<file path="src/rtl/dsp_mac_sequencer_pkg.sv">
`default_nettype none
// +--------------------------------------------------------------------+
// | dsp_mac_sequencer_pkg                                              |
// | Shared DSP slice opcodes, slice widths and sequencer state codes.  |
// | Revision: 1.0                                                      |
// +--------------------------------------------------------------------+
package dsp_mac_sequencer_pkg;

   localparam int c_A_W = 18;
   localparam int c_P_W = 48;

   localparam logic [1:0] c_OP_CLR = 2'b00;
   localparam logic [1:0] c_OP_MAC = 2'b01;
   localparam logic [1:0] c_OP_ACC = 2'b10;
   localparam logic [1:0] c_OP_NOP = 2'b11;

   typedef enum logic [2:0] {
      ST_IDLE   = 3'd0,
      ST_CLR    = 3'd1,
      ST_BIAS   = 3'd2,
      ST_MAC    = 3'd3,
      ST_RESULT = 3'd4
   } state_t;

endpackage
`default_nettype wire

</file>
<file path="src/rtl/dsp_mac_sequencer.sv">
`default_nettype none
// +--------------------------------------------------------------------+
// | dsp_mac_sequencer                                                  |
// | Job controller driving one MAC slice: CLR, optional bias, MACs.    |
// | Revision: 1.0                                                      |
// +--------------------------------------------------------------------+
module dsp_mac_sequencer
   import dsp_mac_sequencer_pkg::*;
#(
   parameter int LEN_W = 16,
   parameter int A_W   = c_A_W,
   parameter int P_W   = c_P_W
) (
   input  logic             clk,
   input  logic             rst_n,
   input  logic             start,
   input  logic [LEN_W-1:0] len,
   input  logic             bias_en,
   input  logic [P_W-1:0]   bias,
   output logic             busy,
   input  logic             op_valid,
   output logic             op_ready,
   input  logic [A_W-1:0]   op_a,
   input  logic [A_W-1:0]   op_b,
   output logic [1:0]       dsp_op,
   output logic [A_W-1:0]   dsp_a,
   output logic [A_W-1:0]   dsp_b,
   output logic [P_W-1:0]   dsp_c,
   input  logic [P_W-1:0]   dsp_p,
   output logic             res_valid,
   input  logic             res_ready,
   output logic [P_W-1:0]   res_data
);

   state_t           r_state;
   logic [LEN_W-1:0] r_remaining;
   logic [P_W-1:0]   r_bias;
   logic             r_bias_en;

   always_ff @(posedge clk or negedge rst_n) begin
      if (!rst_n) begin
         r_state     <= ST_IDLE;
         r_remaining <= '0;
         r_bias      <= '0;
         r_bias_en   <= 1'b0;
      end else begin
         case (r_state)
            ST_IDLE: begin
               if (start) begin
                  r_remaining <= len;
                  r_bias      <= bias;
                  r_bias_en   <= bias_en;
                  r_state     <= ST_CLR;
               end
            end
            ST_CLR: begin
               if (r_bias_en)
                  r_state <= ST_BIAS;
               else if (r_remaining != '0)
                  r_state <= ST_MAC;
               else
                  r_state <= ST_RESULT;
            end
            ST_BIAS: begin
               r_state <= (r_remaining != '0) ? ST_MAC : ST_RESULT;
            end
            ST_MAC: begin
               // remaining is at least 1 whenever MAC is entered, so no underflow
               if (op_valid) begin
                  r_remaining <= r_remaining - 1'b1;
                  if (r_remaining == LEN_W'(1))
                     r_state <= ST_RESULT;
               end
            end
            ST_RESULT: begin
               if (res_ready)
                  r_state <= ST_IDLE;
            end
            default: r_state <= ST_IDLE;
         endcase
      end
   end

   always_comb begin
      busy      = (r_state != ST_IDLE);
      op_ready  = (r_state == ST_MAC);
      res_valid = (r_state == ST_RESULT);
      res_data  = '0;
      dsp_op    = c_OP_NOP;
      dsp_a     = '0;
      dsp_b     = '0;
      dsp_c     = '0;
      case (r_state)
         ST_CLR:  dsp_op = c_OP_CLR;
         ST_BIAS: begin
            dsp_op = c_OP_ACC;
            dsp_c  = r_bias;
         end
         ST_MAC: begin
            if (op_valid) begin
               dsp_op = c_OP_MAC;
               dsp_a  = op_a;
               dsp_b  = op_b;
            end
         end
         // slice sees NOP here, so p is stable for the whole handshake
         ST_RESULT: res_data = dsp_p;
         default: ;
      endcase
   end

endmodule
`default_nettype wire

</file>
<file path="config.mk">
export PLATFORM = sky130hd
export DESIGN_NAME = dsp_mac_sequencer
export DESIGN_NICKNAME = d
export VERILOG_FILES = /design/src/rtl/dsp_mac_sequencer_pkg.sv /design/src/rtl/dsp_mac_sequencer.sv
export SDC_FILE = /design/constraint.sdc
export NUM_CORES = 1
export LEC_CHECK = 0
export ABC_CLOCK_PERIOD_IN_PS = 2700
export CAP_MARGIN = 20
export CORE_MARGIN = 8
export CORE_UTILIZATION = 35
export CTS_CLUSTER_SIZE = 40
export DETAILED_ROUTE_END_ITERATION = 7
export PLACE_DENSITY = 0.82
export SYNTH_ARGS = -nofsm -noshare
export SYNTH_HDL_FRONTEND = slang
export SYNTH_SLANG_ARGS = --single-unit
</file>
<file path="constraint.sdc">
create_clock -name clk -period 2.7 [get_ports clk]
set_input_delay 0.81 -clock clk [delete_from_list [all_inputs] [get_ports clk]]
set_output_delay 0.81 -clock clk [all_outputs]
set_load 0.03 [all_outputs]
</file>
After elaboration in Yosys (flattened, before gate mapping)
Index checks and enable logic that the tools add are counted.

word-level totals
  flip-flop bits (word level) = 68
  latch bits = 0
  memory bits (writable) = 0
  ROM bits = 0
  logic and storage cells = 39
  memories = 0

operators by class
  $add $sub $neg = 1
  multipliers = 0
  divide/modulo/power cells = 0
  magnitude comparators = 0
  eq/ne operators = 9
  shift operators = 0
  muxes and demuxes = 18
  bitwise operators = 0
  reductions and logical operators = 7

operator list
  cell                                                                      count
  48-bit 2-to-1 mux                                                         2
  18-bit 2-to-1 mux                                                         4
  16-bit 2-to-1 mux                                                         2
  16-bit one-hot mux with 2 select lines                                    1
  3-bit 2-to-1 mux                                                          6
  16-bit by 1-bit == test with 1-bit output (second input constant)         1
  16-bit nonzero test                                                       1
  16-bit by 1-bit subtractor with 16-bit output (second input constant)     1
  3-bit one-hot mux with 5 select lines                                     1
  3-bit by 2-bit == test with 1-bit output (second input constant)          2
  2-bit one-hot mux with 3 select lines                                     1
  2-bit by 1-bit inequality test with 1-bit output (second input constant)  2
  2-bit inequality test (second input constant)                             2
  4-bit AND reduction                                                       1
  3-bit by 1-bit == test with 1-bit output (second input constant)          1
  3-bit == test (second input constant)                                     1
  3-bit logical NOT                                                         1
  3-bit AND reduction                                                       1
  3-bit nonzero test                                                        1
  2-bit 2-to-1 mux                                                          1
  2-bit AND reduction                                                       1
  2-bit nonzero test                                                        1

Longest topological paths before layout
Gate-level depths: netlist (run 1).

  word-level depth = 4
  depth in mapped cells = 7
  mapped depth without buffers = 6

Least setup slack after synthesis (run 1)
No wires, ideal clock.

  path type = reg2out
  start point = register r_state[2]
  end point = output dsp_a[10]
  arrival = 2.001 ns
  required time = 1.890 ns
  setup slack = -0.111 ns
  stages on the path, launching flop included = 7
  buffers on the path = 3
  cell sequence = dfrtp_1 -> clkbuf_1 -> nand3b_1 -> clkinv_1 -> clkbuf_1 -> clkbuf_1 -> and3_1

on the way
  longest elaborated chain between the ends = 2

RTL lines
  element                                   RTL line                 RTL
  from (decl)                               dsp_mac_sequencer.sv:35  state_t r_state;
  from (signal assigned)                    dsp_mac_sequencer.sv:65  r_state <= (r_remaining != '0) ? ST_MAC : ST_RESULT;
  3-bit by 2-bit == test with 1-bit output  n/a
  named net op_ready                        dsp_mac_sequencer.sv:22  output logic op_ready,
  18-bit 2-to-1 mux                         dsp_mac_sequencer.sv:93  case (r_state)
  to (decl)                                 dsp_mac_sequencer.sv:26  output logic [A_W-1:0] dsp_a,

The timed path passes the listed nets, and every way through them passes these cells.

Worst setup path in the final report (run 1)
  start point = register r_state[1]
  end point = output dsp_c[7]

on the way
  longest elaborated chain between the ends = 2

RTL lines
  element                                   RTL line                 RTL
  3-bit by 2-bit == test with 1-bit output  dsp_mac_sequencer.sv:93
  48-bit 2-to-1 mux                         dsp_mac_sequencer.sv:93
  to (decl)                                 dsp_mac_sequencer.sv:28  output logic [P_W-1:0] dsp_c,

No other way between the ends.

==> results.json, run 1 <==
{
  "drive_gt1_frac": 0.3161,
  "synth_edf_count": 0,
  "cp-startpoint": "r_state[1]",
  "ys_top_cells_by_area": "dfrtp_1 (42%), and2_1 (15%), mux2_2 (14%), and3_1 (5.8%), a21oi_1 (2.4%)",
  "grt_overflow": 0,
  "crit_chain": "buf_4, nor3b_2, clkbuf_8, and2_1, buf_4",
  "routed_wl_mm": 15.78,
  "post_cts_buffers": 0,
  "htreeDepth": 3,
  "arrival_ps": 1770,
  "crit_path_start_kind": "flip-flop",
  "fp.dieH_um": 123.1,
  "wire_per_inst_um": 18.78,
  "gp_congestion": 0.8559,
  "synth_top_family_by_area": "simple AND/OR/NAND/NOR gates",
  "worstMarginPinSlew_ps": 809.2,
  "finalSetupViolations": 0,
  "crit_family": "buffers and inverters",
  "num_rows": 39,
  "cts_root_buf": "clkbuf_16",
  "finClkSkew_ps": 4.500,
  "finalInstanceArea_um2": 7272,
  "vias": 4153,
  "vdd_drop_max_uv": 439.0,
  "layout_setup_ws_ps": 118.1,
  "fin_crit_ps": 2582,
  "p_leak_nw": 3.347,
  "rsz0062_at_grt": "false",
  "track_usage": 0.2011,
  "fillCellCount": 920,
  "grt_pass1_wl_mm": 23.60,
  "drt-initial-drc-count": 278,
  "syn-num-nets": 569,
  "cap_viol_max_count": 0,
  "synth.area.mux_share": 0.1376,
  "synth_compound_area_frac": 0.09046,
  "max_freq_mhz": 387.3,
  "syn_area_per_cell_um2": 9.736,
  "max-slew-margin-rel": 0.4555,
  "ys_async_sr_fraction": 1.000,
  "area_growth_pct": 81.28,
  "synthSimpleGateAreaFrac": 0.2929,
  "clk_latency_ps": 320,
  "ys_dominant_reg_cell": "dfrtp_1",
  "criticalPathCategory": "flip-flop to output pin",
  "hp-class": "primary input to async pin",
  "cts-buffers-inserted": 9,
  "hold_viol": 0,
  "status": "completed",
  "cts_buffer_depth": 2,
  "placed_area_um2": 6994,
  "powerDensity_nw_per_um2": 841.3,
  "worst_path_largest_cell_delay_ps": 450,
  "synth_seq_cells": 68,
  "synth-seq-area-share": 0.4242,
  "cp.required_ps": 1890,
  "crit_path_frequent_cell": "buf_4",
  "path_buf_inv": 3,
  "core_area_um2": 11320,
  "dieArea_um2": 15140,
  "dieWidth_um": 123.1,
  "synth_top_area_frac": 0.4242,
  "drc_errors": 0,
  "ant_nets": 0,
  "finish.utilization": 0.6424,
  "hpwlAfterDp_mm": 12.78,
  "clock_sinks": 68,
  "syn_inst": 412,
  "maxSlewViolCount": 0,
  "fin_tns_setup_ps": 0,
  "synthXorXnorAreaFrac": 0.002183,
  "syn_area_um2": 4011,
  "io_pins": 291,
  "period_share": 0.9562,
  "regToRegStartpoint": "r_state[2]",
  "first_global_vias": 4400,
  "grt_max_degree": 69,
  "ys_types": 47,
  "antenna_found_initial": 1,
  "finalNetCount": 851,
  "cpMaxStageDelayCell": "dfrtp_2",
  "dp_slack_ps": -34.23,
  "first_pass_iters": 4,
  "via_per_inst": 4.944,
  "io_buffer_count": 290,
  "cp_max_fo": 48,
  "synth_warnings": 0,
  "cp-end-kind": "output pin",
  "yosysTopAreaCell": "dfrtp_1",
  "initial_core_util": 0.3543,
  "cts.clk_slew.worst_paths_ps": 50,
  "tritoncts": "built",
  "synth-adder-area-share": 0.009357
}
## layout make-up
cell class | instances | area (um2) | area share
inverter | 5 | 18.77 | 0.002581
sequential | 68 | 1705 | 0.2345
tap | 143 | 178.9 | 0.02460
clock inverter | 3 | 17.52 | 0.002409
antenna | 1 | 2.502 | 0.0003441
timing repair buffer | 305 | 2959 | 0.4069
multi-input combinational | 305 | 2161 | 0.2971
clock buffer | 10 | 229.0 | 0.03149
## synth_stat cells, types with 2 or more instances
cell type	n
inv_1	4
o21a_1	2
nand2b_1	2
buf_1	3
o22ai_1	3
nor2_1	17
a2bb2oi_1	2
buf_2	7
o31ai_1	2
o22a_1	4
nand3_1	4
nor4_1	3
a31oi_1	3
mux2_2	49
o21ai_0	13
clkbuf_1	21
or4_1	3
nand3b_1	2
ha_1	3
buf_6	2
and2_1	96
a21oi_1	19
dfrtp_1	68
nand4_1	4
nor3_1	7
nor3b_1	5
nand2_1	8
and3_1	37
## worst paths after layout
kind,slack (ps),depth (start not counted),endpoint
min in group clk,500,1,r_bias[28]
setup / recovery,120,5,dsp_c[7]
setup reg to reg,600,8,r_remaining[1]
hold / removal,490,2,r_remaining[8]
max in group asynchronous,1880,2,r_state[0]
hold reg to reg,500,1,r_bias[28]
## state kept, by name, summed over array words and instances, names as in the netlist
name	count
r_bias_en	1
r_bias	48
r_state	3
r_remaining	16
## power by group
part	internal, mW	total, mW	switching (mW)	leakage (nW)
Combinational	1.48	3.24	1.76	2.41
Clock	0.602	1.01	0.410	0.120
Sequential	1.52	1.87	0.351	0.812
## per-stage QoR
step | power [mW] | hold WS (ps) | cells
floorplan | 3.881 | 472.1 | 412
global placement | 4.992 | 480.8 | 826
detailed placement | 5.122 | 486.8 | 826
CTS | 6.169 | 498.7 | 839
global route | 6.504 | 507.3 | 840
finish | 6.118 | 494.9 | 840
## layout by cell type (no fill, tap or decap), types with 2 or more instances in the layout
cell	synthesis	final
o22ai_1	3	3
o21a_1	2	2
clkinv_2	0	2
clkdlybuf4s50_1	0	151
nand4_1	4	4
buf_6	2	2
nor3_1	7	7
dfrtp_2	0	3
nand2b_1	2	2
nand2_1	8	8
nand3b_1	2	2
a2bb2oi_1	2	2
ha_1	3	3
o21ai_0	13	13
dlymetal6s2s_1	0	3
nor3b_1	5	3
o31ai_1	2	2
dfrtp_1	68	65
buf_4	1	124
or4_1	3	3
mux2_2	49	49
inv_1	4	4
a31oi_1	3	3
nor2_1	17	17
buf_12	0	21
dlygate4sd2_1	0	2
and2_1	96	96
nand3_1	4	4
o22a_1	4	4
and3_1	37	37
a21oi_1	19	19
clkbuf_16	0	9
nor4_1	3	3
## routing by layer
metal | GRT usage | vias to the layer above | part of all wire
li1 | - | 1995 | -
met1 | 0.2060 | 1927 | 0.35
met2 | 0.3697 | 198 | 0.53
met3 | 0.05753 | 33 | 0.082
met4 | 0.09707 | 0 | 0.039
met5 | 0 | - | 0
## cells by family (layout without fill, tap and decap cells)
group	count (synthesis)	count (layout)
adder cells (fa/ha/maj)	3	3
AO/OA/AOI/OAI	58	58
AND/OR/NAND/NOR	194	194
buffers and inverters	39	323
multiplexers	49	49
flip-flops	68	68
other	0	1
XOR/XNOR	1	1
## repair_timing
| action | CTS | global route |
|---|---|---|
| hold buffers | 0 | 0 |
| pin swaps | 0 | 0 |
| cloned | 0 | 0 |
| gates resized for setup | 6 | 7 |
| setup endpoints to repair | 56 | 100 |
(Power assumes the default switching activity.)
==> run 2: changes to the inputs <==
Settings changed: CORE_ASPECT_RATIO set to 0.75, MAX_ROUTING_LAYER set to met4, PLACE_DENSITY 0.82 to 0.92.
==> run 2 against run 1 <==
Net effect:
- global-route usage increased by 0.28 points
- flip-flop and latch count unchanged
- core utilization decreased by 0.29 points
- clock-buffer cell count decreased by 1
- first-iteration DRC count increased by 13%
==> results.json, run 2 (synthesis gave the netlist of run 1 again) <==
{
  "status": "completed",
  "largestRegisters": "r_bias: 48 flops, r_remaining: 16 flops, r_state: 3 flops",
  "finalSetupViolations": 0,
  "io_buffer_count": 290,
  "cp_max_fo": 12,
  "ant_nets": 0,
  "cts_root_buf": "clkbuf_16",
  "finClkSkew_ps": 6.225,
  "cap_viol_max_count": 0,
  "placed_area_um2": 6878,
  "finalInstanceArea_um2": 7291,
  "grt_max_degree": 51,
  "cp-end-kind": "output pin",
  "track_usage": 0.2038,
  "fp.dieH_um": 108.7,
  "postCtsHoldBufs": 0,
  "hpwlAfterDp_mm": 12.69,
  "rrSetupSlack_ps": 570,
  "max-slew-margin-rel": 0.4789,
  "dp_slack_ps": 23.06,
  "via_per_inst": 5.032,
  "holdWs_ps": 475.2,
  "drt-initial-drc-count": 315,
  "io_pins": 291,
  "dp.cells": 825,
  "dieArea_um2": 15180,
  "grt_overflow": 0,
  "gp_congestion": 1.037,
  "core_area_um2": 11400,
  "r2r_cells": 8,
  "fin_cells": 846,
  "layout_setup_ws_ps": 81.09,
  "p_leak_nw": 3.381,
  "fin_crit_ps": 2619,
  "routed_wl_mm": 16.59,
  "total_power_mw": 6.520,
  "initial_core_util": 0.3518,
  "crit_path_start_kind": "flip-flop",
  "drc_errors": 0,
  "area_growth_pct": 81.75,
  "cp.required_ps": 1890,
  "hold_viol": 0,
  "hp-class": "primary input to async pin",
  "final_common_cell": "clkdlybuf4s50_1",
  "cts-buffers-inserted": 9,
  "cp-startpoint": "r_state[0]",
  "num_rows": 34,
  "criticalPathCategory": "flip-flop to output pin",
  "finalNetCount": 853,
  "multi_input_area_um2": 2161,
  "fillCellCount": 908,
  "tritoncts": "built",
  "max_freq_mhz": 381.8,
  "grt_pass1_wl_mm": 23.83,
  "worstMarginPinSlew_ps": 774.6,
  "first_pass_iters": 5,
  "r2r-end": "r_remaining[9]",
  "antenna_found_initial": 1,
  "arrival_ps": 1810,
  "fin_tns_setup_ps": 0,
  "dieWidth_um": 139.6,
  "largest_reg_flops": 48,
  "clock_sinks": 68,
  "period_share": 0.9700,
  "first_global_vias": 4380,
  "mostFrequentLayoutCells": "clkdlybuf4s50_1 (151), buf_4 (134), and2_1 (96)",
  "clk_latency_ps": 330,
  "maxSlewViolCount": 0,
  "cts.clk_slew.worst_paths_ps": 60,
  "endpoint": "dsp_c[9]",
  "regArea_um2": 1704,
  "cts_buffer_depth": 2,
  "regMostFlops": "r_bias",
  "regToRegStartpoint": "r_state[1]",
  "wire_per_inst_um": 19.61,
  "vias": 4257,
  "htreeDepth": 3,
  "finish.utilization": 0.6395,
  "powerDensity_nw_per_um2": 894.3,
  "vdd_drop_max_uv": 622.8,
  "drive_gt1_frac": 0.3224
}
-- run 2: changes by cell type in the layout (fill, tap and decap cells not counted), moves of 2 or more --
cell | before | now
clkinv_4 | 0 | 2
bufinv_16 | 0 | 2
clkbuf_16 | 9 | 11
dlygate4sd2_1 | 2 | 0
buf_12 | 21 | 12
buf_4 | 124 | 134
-- run 2: per-layer routing --
layer	part of all wire	vias to the layer above	routed length, um	global-route usage
met1	0.39	2072	6485	0.2286
met5	0	-	0	-
met3	0.073	16	1219	0.07043
li1	-	2010	-	-
met2	0.53	159	8746	0.3553
met4	0.0082	0	136	0.03166
-- run 2: cell type report --
cell class                 instances  share of cell area
antenna                            1           0.0003432
clock buffer                       9             0.03089
clock inverter                     7             0.01356
inverter                           5            0.002574
multi-input combinational        305              0.2964
sequential                        68              0.2337
tap                              144             0.02471
timing repair buffer             307              0.3978
-- run 2: where the power goes --
| group | switching [mW] | internal, mW | total (mW) |
|---|---|---|---|
| clock network | 0.446 | 0.812 | 1.26 |
| registers | 0.361 | 1.52 | 1.88 |
| logic | 1.82 | 1.56 | 3.38 |
-- run 2: how the worst min path moves through the flow --
stage | start | end | slack (ps)
CTS | rst_n | r_bias[44] | 480
detailed placement | r_bias[12] | r_bias[12] | 490
global placement | r_bias[29] | r_bias[29] | 480
global route | rst_n | r_bias[44] | 510
finish | rst_n | r_remaining[4] | 480
floorplan | r_bias[10] | r_bias[10] | 470
-- run 2: repair_timing --
action                                  CTS  global route
setup buffers                             0             1
gates resized for setup                   0            10
endpoints found under the setup margin    0            87
-- run 2: critical path, stage by stage (launching register included) --
cell       delay, ps
dfrtp_2          440
buf_4            190
nor3b_4          170
buf_4            180
clkbuf_16        170
and2_1           200
buf_12           140
==> run 3: changes to the inputs <==
--- a/config.mk
+++ b/config.mk
@@ -16,2 +16,4 @@
 export PLACE_DENSITY = 0.92
+export SETUP_SLACK_MARGIN = 0.05
+export SLEW_MARGIN = 20
 export SYNTH_ARGS = -nofsm -noshare
==> constraint.sdc (replaced) <==
create_clock -name clk -period 2.7 [get_ports clk]
set_input_delay 0.54 -clock clk [delete_from_list [all_inputs] [get_ports clk]]
set_output_delay 0.54 -clock clk [all_outputs]
set_load 0.03 [all_outputs]
==> run 3 against run 2 <==
Net effect:
- clock power about the same
- non-clock buffer count decreased by 1
- first-iteration DRC count decreased by 23%
==> results.json, run 3 (synthesis gave the netlist of run 1 again) <==
{
  "status": "completed",
  "rsz0062_at_grt": "false",
  "fin_tns_setup_ps": 0,
  "dieWidth_um": 139.6,
  "dieArea_um2": 15180,
  "cp.required_ps": 2160,
  "rrSetupSlack_ps": 620,
  "cts_root_buf": "clkbuf_16",
  "finClkSkew_ps": 7.490,
  "finalInstanceArea_um2": 7323,
  "period_share": 0.9289,
  "routed_wl_mm": 16.09,
  "regToRegStartpoint": "r_remaining[0]",
  "criticalPathCategory": "flip-flop to output pin",
  "grt_max_degree": 49,
  "fillCellCount": 889,
  "first_pass_iters": 4,
  "track_usage": 0.2046,
  "crit_path_start_kind": "flip-flop",
  "grt_pass1_wl_mm": 23.89,
  "cp-startpoint": "r_state[2]",
  "drc_errors": 0,
  "mostFrequentLayoutCells": "clkdlybuf4s50_1 (155), buf_4 (98), and2_1 (96)",
  "finalSetupViolations": 0,
  "hold_viol": 0,
  "clk_latency_ps": 330,
  "grt_overflow": 0,
  "arrival_ps": 1970,
  "cts.clk_slew.worst_paths_ps": 60,
  "max-slew-margin-rel": 0.4836,
  "wire_per_inst_um": 19.06,
  "p_leak_nw": 3.907,
  "vdd_drop_max_uv": 537.2,
  "ant_nets": 0,
  "antenna_found_initial": 0,
  "worstMarginPinSlew_ps": 772.9,
  "hp-class": "primary input to async pin",
  "htreeDepth": 3,
  "via_per_inst": 4.925,
  "first_global_vias": 4345,
  "postCtsHoldBufs": 0,
  "area_growth_pct": 82.56,
  "io_pins": 291,
  "num_rows": 34,
  "regMostFlops": "r_bias",
  "num_antenna_cells": 0,
  "placed_area_um2": 6918,
  "gp_congestion": 0.8903,
  "max_freq_mhz": 398.7,
  "largest_reg_flops": 48,
  "cp_max_fo": 37,
  "largestRegisters": "r_bias: 48 flops, r_remaining: 16 flops, r_state: 3 flops",
  "cts-buffers-inserted": 9,
  "core_area_um2": 11400,
  "r2r_cells": 6,
  "io_buffer_count": 290,
  "cap_viol_max_count": 0,
  "drt-initial-drc-count": 241,
  "finalNetCount": 852,
  "powerDensity_nw_per_um2": 871.0,
  "maxSlewViolCount": 0,
  "fp.dieH_um": 108.7,
  "final_common_cell": "clkdlybuf4s50_1",
  "endpoint": "op_ready",
  "initial_core_util": 0.3518,
  "tritoncts": "built",
  "cts_buffer_depth": 2,
  "clock_sinks": 68,
  "drive_gt1_frac": 0.2514,
  "cp-end-kind": "output pin",
  "hpwlAfterDp_mm": 12.73,
  "r2r-end": "r_remaining[10]",
  "vias": 4157,
  "fin_crit_ps": 2508
}
==> run 3: cell count changes in the layout (fill, tap and decap cells not counted), moves of 4 or more <==
cell	delta
clkdlybuf4s50_1	+4
buf_4	-36
dlygate4sd2_1	+10
dlymetal6s2s_1	+33
buf_12	-7
==> run 3: worst min-delay path by stage <==
stage | to | start
2_1_floorplan | r_bias[0] | rst_n
3_3_place_gp | r_bias[18] | r_bias[18]
3_5_place_dp | r_bias[34] | r_bias[34]
4_1_cts | r_bias[6] | rst_n
5_1_grt | r_bias[6] | rst_n
6_report | r_bias[6] | rst_n
==> run 3: worst max-delay path, cell delays in order (launching register included) <==
cell and delay, ps:
dfrtp_1 370, nand3b_1 180, clkinv_1 70, buf_4 280, clkdlybuf4s50_1 740
==> run 3: timing repair <==
item                       CTS  global route
gates resized for setup     10            37
buffers inserted             0             0
setup endpoints to repair   10            37
hold endpoints to repair     0             0
==> run 3: layer usage <==
layer  global-route usage  routed length (um)
met1               0.2342                6314
met2               0.3504                8516
met3              0.06868                1128
met4              0.03552                 130
met5                    -                   0
==> run 3: power breakdown <==
group	internal, mW	switching, mW	leakage (nW)
Sequential	1.52	0.346	0.815
Combinational	1.46	1.78	2.93
Clock	0.833	0.446	0.159
Total	3.81	2.57	3.91
==> run 3: stage by stage <==
stage               power, mW  hold WS [ps]  cells    util  setup WS (ps)
finish                  6.378         138.9    844  0.6423          192.1
global route            6.774         147.5    844  0.6423          85.07
CTS                     6.444         144.2    844  0.6342          51.69
detailed placement      5.144         487.8    828  0.6068          52.22
global placement        4.983         480.6    828  0.6068          111.6
floorplan               3.878         244.4    412       -          158.6
==> run 3: final cells by class <==
cell class | instances | area (um2) | share of cell area
clock buffer | 10 | 239.0 | 0.03263
clock inverter | 6 | 86.33 | 0.01179
inverter | 5 | 18.77 | 0.002563
multi-input combinational | 305 | 2155 | 0.2942
sequential | 68 | 1702 | 0.2324
tap | 144 | 180.2 | 0.02460
timing repair buffer | 306 | 2943 | 0.4018
